===== config.mk =====
export PLATFORM = sky130hd
export DESIGN_NAME = rsa_job_sequencer
export DESIGN_NICKNAME = d
export VERILOG_FILES = /design/src/rtl/rsa_pkg.sv /design/src/rtl/rsa_seq_watchdog.sv /design/src/rtl/rsa_job_sequencer.sv
export SDC_FILE = /design/constraint.sdc
export NUM_CORES = 1
export LEC_CHECK = 0
export BUFFER_PORTS_ARGS = -buffer_cell sky130_fd_sc_hd__clkbuf_2
export CAP_MARGIN = 10
export CORE_AREA = 4 4 621 623
export CTS_CLUSTER_DIAMETER = 200
export CTS_CLUSTER_SIZE = 14
export DETAILED_ROUTE_END_ITERATION = 8
export DIE_AREA = 0 0 625 627
export MAX_ROUTING_LAYER = met4
export SETUP_SLACK_MARGIN = 0.4
export SYNTH_ARGS = -nofsm -noshare
export SYNTH_HDL_FRONTEND = slang
export SYNTH_SLANG_ARGS = --single-unit

===== constraint.sdc =====
create_clock -name clk -period 3.35 [get_ports clk]
set_clock_uncertainty 0.05 [all_clocks]
set_input_delay 0.67 -clock clk [delete_from_list [all_inputs] [get_ports clk]]
set_output_delay 0.67 -clock clk [all_outputs]
set_load 0.01 [all_outputs]

===== src/rtl/rsa_pkg.sv =====
// Shared types and defaults for the RSA job sequencer.
// Optional key cache is enabled with the macro RSA_SEQ_KEY_CACHE_EN.
package rsa_pkg;

    localparam int unsigned RSA_WIDTH       = 128;
    localparam int unsigned RSA_CNT_W       = 32;
    localparam int unsigned RSA_TIMEOUT_CYC = 32'd1 << 24;

    typedef enum logic [2:0] {
        S_IDLE      = 3'd0,
        S_INV_PULSE = 3'd1,
        S_INV_WAIT  = 3'd2,
        S_EXP_PULSE = 3'd3,
        S_EXP_WAIT  = 3'd4,
        S_RESP      = 3'd5
    } seq_state_e;

    // States in which the job cycle counter advances.
    function automatic logic seq_is_busy(input seq_state_e s);
        return (s == S_INV_PULSE) || (s == S_INV_WAIT) ||
               (s == S_EXP_PULSE) || (s == S_EXP_WAIT);
    endfunction

endpackage


===== src/rtl/rsa_seq_watchdog.sv =====
// Clearable wait-state counter with a registered terminal-count flag.
// term_o is high during the LIMIT-th counted cycle after a clear.
module rsa_seq_watchdog #(
    parameter int unsigned LIMIT = 16
) (
    input  logic clk,
    input  logic reset,
    input  logic clr_i,
    input  logic inc_i,
    output logic term_o
);

    localparam int unsigned CW = $clog2(LIMIT + 1);
    localparam logic [CW-1:0] LAST = CW'(LIMIT - 1);

    logic [CW-1:0] cnt_q, cnt_d;
    logic          term_q, term_d;

    always_comb begin
        cnt_d = cnt_q;
        if (clr_i) begin
            cnt_d = '0;
        end else if (inc_i && !term_q) begin
            cnt_d = cnt_q + CW'(1);
        end
        term_d = (cnt_d == LAST);
    end

    always_ff @(posedge clk) begin
        if (reset) begin
            cnt_q  <= '0;
            term_q <= 1'b0;
        end else begin
            cnt_q  <= cnt_d;
            term_q <= term_d;
        end
    end

    assign term_o = term_q;

endmodule


===== src/rtl/rsa_job_sequencer.sv =====
// Job front-end for the RSA control core: two-phase start protocol, watchdog, response port.
// Define RSA_SEQ_KEY_CACHE_EN to skip the inverter phase for a repeated (p, q, mode).
module rsa_job_sequencer
    import rsa_pkg::*;
#(
    parameter int unsigned WIDTH       = RSA_WIDTH,
    parameter int unsigned CNT_W       = RSA_CNT_W,
    parameter int unsigned TIMEOUT_CYC = RSA_TIMEOUT_CYC
) (
    input  logic                 clk,
    input  logic                 reset,
    input  logic                 req_valid,
    output logic                 req_ready,
    input  logic [WIDTH-1:0]     req_p,
    input  logic [WIDTH-1:0]     req_q,
    input  logic                 req_mode,
    input  logic [2*WIDTH-1:0]   req_msg,
    output logic                 rsp_valid,
    input  logic                 rsp_ready,
    output logic [2*WIDTH-1:0]   rsp_msg,
    output logic                 rsp_err,
    output logic [CNT_W-1:0]     rsp_cycles,
    output logic [WIDTH-1:0]     core_p,
    output logic [WIDTH-1:0]     core_q,
    output logic                 core_mode,
    output logic [2*WIDTH-1:0]   core_msg,
    output logic                 core_reset_inverter,
    output logic                 core_reset_mod_exp,
    input  logic                 core_inverter_finish,
    input  logic                 core_mod_exp_finish,
    input  logic [2*WIDTH-1:0]   core_msg_out
);

    seq_state_e             state_q, state_d;
    logic                   req_ready_q, req_ready_d;
    logic                   rsp_valid_q, rsp_valid_d;
    logic [2*WIDTH-1:0]     rsp_msg_q, rsp_msg_d;
    logic                   rsp_err_q, rsp_err_d;
    logic [CNT_W-1:0]       rsp_cyc_q, rsp_cyc_d;
    logic [CNT_W-1:0]       cyc_q, cyc_d, cyc_inc;
    logic [WIDTH-1:0]       cp_q, cp_d, cq_q, cq_d;
    logic                   cmode_q, cmode_d;
    logic [2*WIDTH-1:0]     cmsg_q, cmsg_d;
    logic                   pinv_q, pinv_d, pexp_q, pexp_d;
    logic                   wd_clr_c, wd_inc_c, wd_term;

`ifdef RSA_SEQ_KEY_CACHE_EN
    logic                   key_vld_q, key_vld_d;
    logic [WIDTH-1:0]       key_p_q, key_p_d, key_q_q, key_q_d;
    logic                   key_mode_q, key_mode_d;
    logic                   key_hit_c;

    assign key_hit_c = key_vld_q && (key_p_q == req_p) && (key_q_q == req_q) &&
                       (key_mode_q == req_mode);
`endif

    rsa_seq_watchdog #(.LIMIT(TIMEOUT_CYC)) u_watchdog (
        .clk    (clk),
        .reset  (reset),
        .clr_i  (wd_clr_c),
        .inc_i  (wd_inc_c),
        .term_o (wd_term)
    );

    // Accept cycle is loaded as 1, so rsp_cycles includes it.
    assign cyc_inc = (cyc_q == '1) ? cyc_q : cyc_q + CNT_W'(1);

    always_comb begin
        state_d   = state_q;
        rsp_msg_d = rsp_msg_q;
        rsp_err_d = rsp_err_q;
        rsp_cyc_d = rsp_cyc_q;
        cyc_d     = cyc_q;
        cp_d      = cp_q;
        cq_d      = cq_q;
        cmode_d   = cmode_q;
        cmsg_d    = cmsg_q;
        wd_clr_c  = 1'b0;
        wd_inc_c  = 1'b0;
`ifdef RSA_SEQ_KEY_CACHE_EN
        key_vld_d  = key_vld_q;
        key_p_d    = key_p_q;
        key_q_d    = key_q_q;
        key_mode_d = key_mode_q;
`endif
        if (seq_is_busy(state_q)) begin
            cyc_d = cyc_inc;
        end

        unique case (state_q)
            S_IDLE: begin
                if (req_valid && req_ready_q) begin
                    cp_d    = req_p;
                    cq_d    = req_q;
                    cmode_d = req_mode;
                    cmsg_d  = req_msg;
                    cyc_d   = CNT_W'(1);
                    state_d = S_INV_PULSE;
`ifdef RSA_SEQ_KEY_CACHE_EN
                    if (key_hit_c) begin
                        state_d = S_EXP_PULSE;
                    end
`endif
                end
            end
            S_INV_PULSE: begin
                wd_clr_c = 1'b1;
                state_d  = S_INV_WAIT;
            end
            S_INV_WAIT: begin
                wd_inc_c = 1'b1;
                if (core_inverter_finish) begin
                    state_d = S_EXP_PULSE;
                end else if (wd_term) begin
                    rsp_err_d = 1'b1;
                    rsp_msg_d = '0;
                    rsp_cyc_d = cyc_inc;
                    state_d   = S_RESP;
`ifdef RSA_SEQ_KEY_CACHE_EN
                    key_vld_d = 1'b0;
`endif
                end
            end
            S_EXP_PULSE: begin
                wd_clr_c = 1'b1;
                state_d  = S_EXP_WAIT;
            end
            S_EXP_WAIT: begin
                wd_inc_c = 1'b1;
                if (core_mod_exp_finish) begin
                    rsp_err_d = 1'b0;
                    rsp_msg_d = core_msg_out;
                    rsp_cyc_d = cyc_inc;
                    state_d   = S_RESP;
`ifdef RSA_SEQ_KEY_CACHE_EN
                    key_vld_d  = 1'b1;
                    key_p_d    = cp_q;
                    key_q_d    = cq_q;
                    key_mode_d = cmode_q;
`endif
                end else if (wd_term) begin
                    rsp_err_d = 1'b1;
                    rsp_msg_d = '0;
                    rsp_cyc_d = cyc_inc;
                    state_d   = S_RESP;
`ifdef RSA_SEQ_KEY_CACHE_EN
                    key_vld_d = 1'b0;
`endif
                end
            end
            S_RESP: begin
                if (rsp_ready) begin
                    state_d = S_IDLE;
                end
            end
            default: state_d = S_IDLE;
        endcase

        req_ready_d = (state_d == S_IDLE);
        rsp_valid_d = (state_d == S_RESP);
        pinv_d      = (state_d == S_INV_PULSE);
        pexp_d      = (state_d == S_EXP_PULSE);
    end

    always_ff @(posedge clk) begin
        if (reset) begin
            state_q     <= S_IDLE;
            req_ready_q <= 1'b1;
            rsp_valid_q <= 1'b0;
            rsp_msg_q   <= '0;
            rsp_err_q   <= 1'b0;
            rsp_cyc_q   <= '0;
            cyc_q       <= '0;
            cp_q        <= '0;
            cq_q        <= '0;
            cmode_q     <= 1'b0;
            cmsg_q      <= '0;
            pinv_q      <= 1'b0;
            pexp_q      <= 1'b0;
        end else begin
            state_q     <= state_d;
            req_ready_q <= req_ready_d;
            rsp_valid_q <= rsp_valid_d;
            rsp_msg_q   <= rsp_msg_d;
            rsp_err_q   <= rsp_err_d;
            rsp_cyc_q   <= rsp_cyc_d;
            cyc_q       <= cyc_d;
            cp_q        <= cp_d;
            cq_q        <= cq_d;
            cmode_q     <= cmode_d;
            cmsg_q      <= cmsg_d;
            pinv_q      <= pinv_d;
            pexp_q      <= pexp_d;
        end
    end

`ifdef RSA_SEQ_KEY_CACHE_EN
    always_ff @(posedge clk) begin
        if (reset) begin
            key_vld_q  <= 1'b0;
            key_p_q    <= '0;
            key_q_q    <= '0;
            key_mode_q <= 1'b0;
        end else begin
            key_vld_q  <= key_vld_d;
            key_p_q    <= key_p_d;
            key_q_q    <= key_q_d;
            key_mode_q <= key_mode_d;
        end
    end
`endif

    assign req_ready           = req_ready_q;
    assign rsp_valid           = rsp_valid_q;
    assign rsp_msg             = rsp_msg_q;
    assign rsp_err             = rsp_err_q;
    assign rsp_cycles          = rsp_cyc_q;
    assign core_p              = cp_q;
    assign core_q              = cq_q;
    assign core_mode           = cmode_q;
    assign core_msg            = cmsg_q;
    assign core_reset_inverter = pinv_q;
    assign core_reset_mod_exp  = pexp_q;

endmodule


==> flow_metrics.env <==
export IMPL_min_from="core_msg_out[64]"
export IMPL_grt_overflow_total=0
export IMPL_path_class="flip-flop to flip-flop"
export IMPL_nets=6681
export IMPL_numPortBuffers=1580
export IMPL_avgSynthCellArea_um2=7.90
export IMPL_drive_gt1_frac=0.301
export IMPL_cts_buffers=79
export IMPL_drc=0
export IMPL_crit_start="u_watchdog.cnt_q[0]$_SDFF_PP0_"
export IMPL_htree_levels=3
export IMPL_setup_viol=0
export IMPL_p_per_area_mw_per_mm2=575
export IMPL_slowest_stage="or4_4"
export IMPL_synth_seq_cells=867
export IMPL_hpwl_um=271000
export IMPL_synthCells=3968
export IMPL_yosys_top_cells_area="dfxtp_1 55%, nand2_1 16%, a21oi_1 13%"
export IMPL_required_ps=4010
export IMPL_drv_cap=0
export IMPL_wl_per_cell_um=28.3
export IMPL_post_cts_setup_buffers=0
export IMPL_yosysMostFrequentCell="nand2_1"
export IMPL_num_vias=37600
export IMPL_first_pass_iters=5
export IMPL_routabilityCongestion=0.982
export IMPL_final_antenna_net_count=0
export IMPL_holdWs_ps=76.8
export IMPL_path_max_fanout=9
export IMPL_r2r_slack_ps=500
export IMPL_via_per_inst=3.40
export IMPL_io_pins=1581
export IMPL_core_area_mm2=0.381
export IMPL_irDropWorstVdd_mv=0.395
export IMPL_grt_pass1_vias=34900
export IMPL_clkTransAtPathRegs_ps=90
export IMPL_std_cell_rows=227
export IMPL_grt_total_usage=0.156
export IMPL_crit_buf_inv=0
export IMPL_p_leak_nw=20.7
export IMPL_worstMarginPinSlew_ps=990
export IMPL_cp_cell_sequence="ha_2, nand3_1, or4_1, or4_1, xor2_1, or4_4, nor4b_4"
export IMPL_ys_types=54
export IMPL_clkLatencyLatePin_ps=800
export IMPL_dpl_cell_area_mm2=0.0454
export IMPL_max_freq_mhz=351
export IMPL_clockBufferDepth=4
export IMPL_drt_initial_drc_count=3289
export IMPL_ys_warn_count=0
export IMPL_yosys_most_used_dff="dfxtp_1"
export IMPL_die_w_um=625
export IMPL_nFillCells=43800
export IMPL_finalInstanceArea_mm2=0.0529
export IMPL_post_route_min_period_ps=2850
export IMPL_yosysSeqAreaShare=0.554
export IMPL_dieArea_mm2=0.392
export IMPL_start_util=0.0823
export IMPL_cpMostUsedCell="or4_1"
export IMPL_netlist_area_mm2=0.0314
export IMPL_yosys_top_cells_count="1330 x nand2_1, 867 x dfxtp_1, 788 x a21oi_1, 306 x clkbuf_1, 286 x nand3_1"
export IMPL_grt_max_degree=169
export IMPL_end_kind="flip-flop"
export IMPL_synthesis_nets=4745
export IMPL_clock_sinks=867
export IMPL_maxSlewHeadroom=0.340
export IMPL_grt_pass1_wl_um=385000
export IMPL_synth_edf_count=0
export IMPL_slowest_delay_ps=550
export IMPL_drv_slew=0
export IMPL_rr_startpoint="u_watchdog.cnt_q[0]$_SDFF_PP0_"
export IMPL_worst_ep_arrival_time_ps=3510
export IMPL_clockRootBuffer="clkbuf_16"
export IMPL_tns_ps=0
export IMPL_status="completed"
export IMPL_async_flop_share=0
export IMPL_synthToLayoutAreaGrowth_pct=68.8
export IMPL_yosys_area_top_type="dfxtp_1"
export IMPL_die_y_um=627
export IMPL_routed_wl_um=313000
export IMPL_synth_top_area_frac=0.554
export IMPL_cts_tree="built"
export IMPL_antenna_found_initial=290
export IMPL_hold_violations=0
export IMPL_rsz0062_at_grt="no"
export IMPL_critPathLaunchType="flip-flop"
export IMPL_fin_crit_sh=0.851
export IMPL_cpLargestDelayFamily="simple AND/OR/NAND/NOR gates"
export IMPL_power_w=0.0304
export IMPL_min_path_type="primary input to flip-flop"
-- where the power goes --
group | total [W] | leakage [nW] | internal (W) | switching, W
clock network | 0.00894 | 1.04 | 0.00433 | 0.00460
logic | 0.00920 | 12.6 | 0.00292 | 0.00627
registers | 0.0123 | 7.05 | 0.0116 | 0.000752
-- final timing paths --
check        cells past startpoint                            to
max                              7  u_watchdog.term_o$_SDFF_PP0_
min reg2reg                      2     core_msg[62]$_SDFFE_PP0P_
max reg2reg                      7  u_watchdog.term_o$_SDFF_PP0_
min                              3      rsp_msg[64]$_SDFFE_PP0P_
-- layer usage --
| metal | routed length (um) | up-vias | track usage |
|---|---|---|---|
| met5 | 0 | - | - |
| met4 | 18000 | 0 | 0.0699 |
| met3 | 31200 | 597 | 0.0622 |
| met2 | 157000 | 2015 | 0.270 |
| met1 | 107000 | 17900 | 0.154 |
| li1 | - | 17100 | - |
-- worst register-to-register path, stage by stage (launching register included) --
cell	delay [ps]
dfxtp_2	420
ha_2	260
nand3_1	130
or4_1	490
or4_1	460
xor2_1	180
or4_4	550
nor4b_4	220
-- state kept, by name (all words and copies together), names as in the netlist --
signal and flops:
core_reset_inverter 1, cyc_q 32, core_mode 1, req_ready 1
u_watchdog.term_o 1, core_msg 256, core_q 128, rsp_valid 1
state_q 3, u_watchdog.cnt_q 25, core_reset_mod_exp 1, rsp_err 1
rsp_msg 256, rsp_cycles 32, core_p 128
-- layout make-up --
type | count | area [um^2] | area share
clock inverter | 9 | 92.6 | 0.00175
multi-input combinational | 2768 | 12800 | 0.241
tap | 5038 | 6300 | 0.119
timing repair buffer | 2181 | 14100 | 0.266
inverter | 7 | 26.3 | 0.000497
antenna | 111 | 278 | 0.00525
clock buffer | 83 | 2030 | 0.0384
sequential | 867 | 17400 | 0.328
-- per-stage QoR --
step / utilization / setup slack (ps) / std cells
after global placement: 0.119 / 402 / 10400
after detailed placement: 0.119 / 434 / 10400
final: 0.139 / 499 / 11100
after global routing: 0.139 / 407 / 11000
after floorplan: - / 585 / 3968
after CTS: 0.138 / 411 / 11000
-- cell usage in the layout (no fill, tap or decap), types with 4 or more instances in the layout --
| cell | Yosys | layout |
|---|---|---|
| nor2b_1 | 5 | 5 |
| nor2_1 | 96 | 95 |
| dfxtp_1 | 867 | 864 |
| inv_1 | 7 | 7 |
| a21oi_1 | 788 | 788 |
| buf_12 | 0 | 29 |
| a31oi_1 | 5 | 5 |
| nand3_1 | 286 | 285 |
| clkbuf_2 | 1 | 1579 |
| or3_1 | 12 | 12 |
| or2_2 | 5 | 4 |
| a211oi_1 | 27 | 27 |
| xnor2_1 | 34 | 34 |
| nand2b_1 | 5 | 5 |
| dlygate4sd3_1 | 0 | 506 |
| diode_2 | 0 | 111 |
| or4_1 | 7 | 7 |
| nand4_1 | 20 | 20 |
| nand2_1 | 1330 | 1330 |
| nor3_1 | 25 | 25 |
| xor2_1 | 36 | 36 |
| buf_4 | 1 | 66 |
| and2_1 | 4 | 4 |
| and3_1 | 8 | 7 |
| o21ai_0 | 17 | 17 |
| clkbuf_16 | 0 | 81 |
| and4_1 | 5 | 5 |
| nor4_1 | 12 | 12 |
-- logic make-up (layout without fill, tap and decap cells) --
family | after synthesis | count (layout) | synth area share
other | 0 | 111 | 0
muxes | 3 | 3 | 0.000958
xor gates and xnor gates | 71 | 71 | 0.0201
AOI/OAI and AO/OA | 860 | 860 | 0.142
and+or+nand+nor | 1832 | 1832 | 0.242
buffers and inverters | 333 | 2280 | 0.0405
adders and majority gates | 2 | 2 | 0.000798
DFF | 867 | 867 | 0.554
-- repair_timing --
action	in CTS	in global routing
hold endpoints to repair	506	0
endpoints found under the setup margin	0	1
hold buffers	506	0
resized for setup	0	4
No activity file was read; power rests on OpenSTA's default activity.
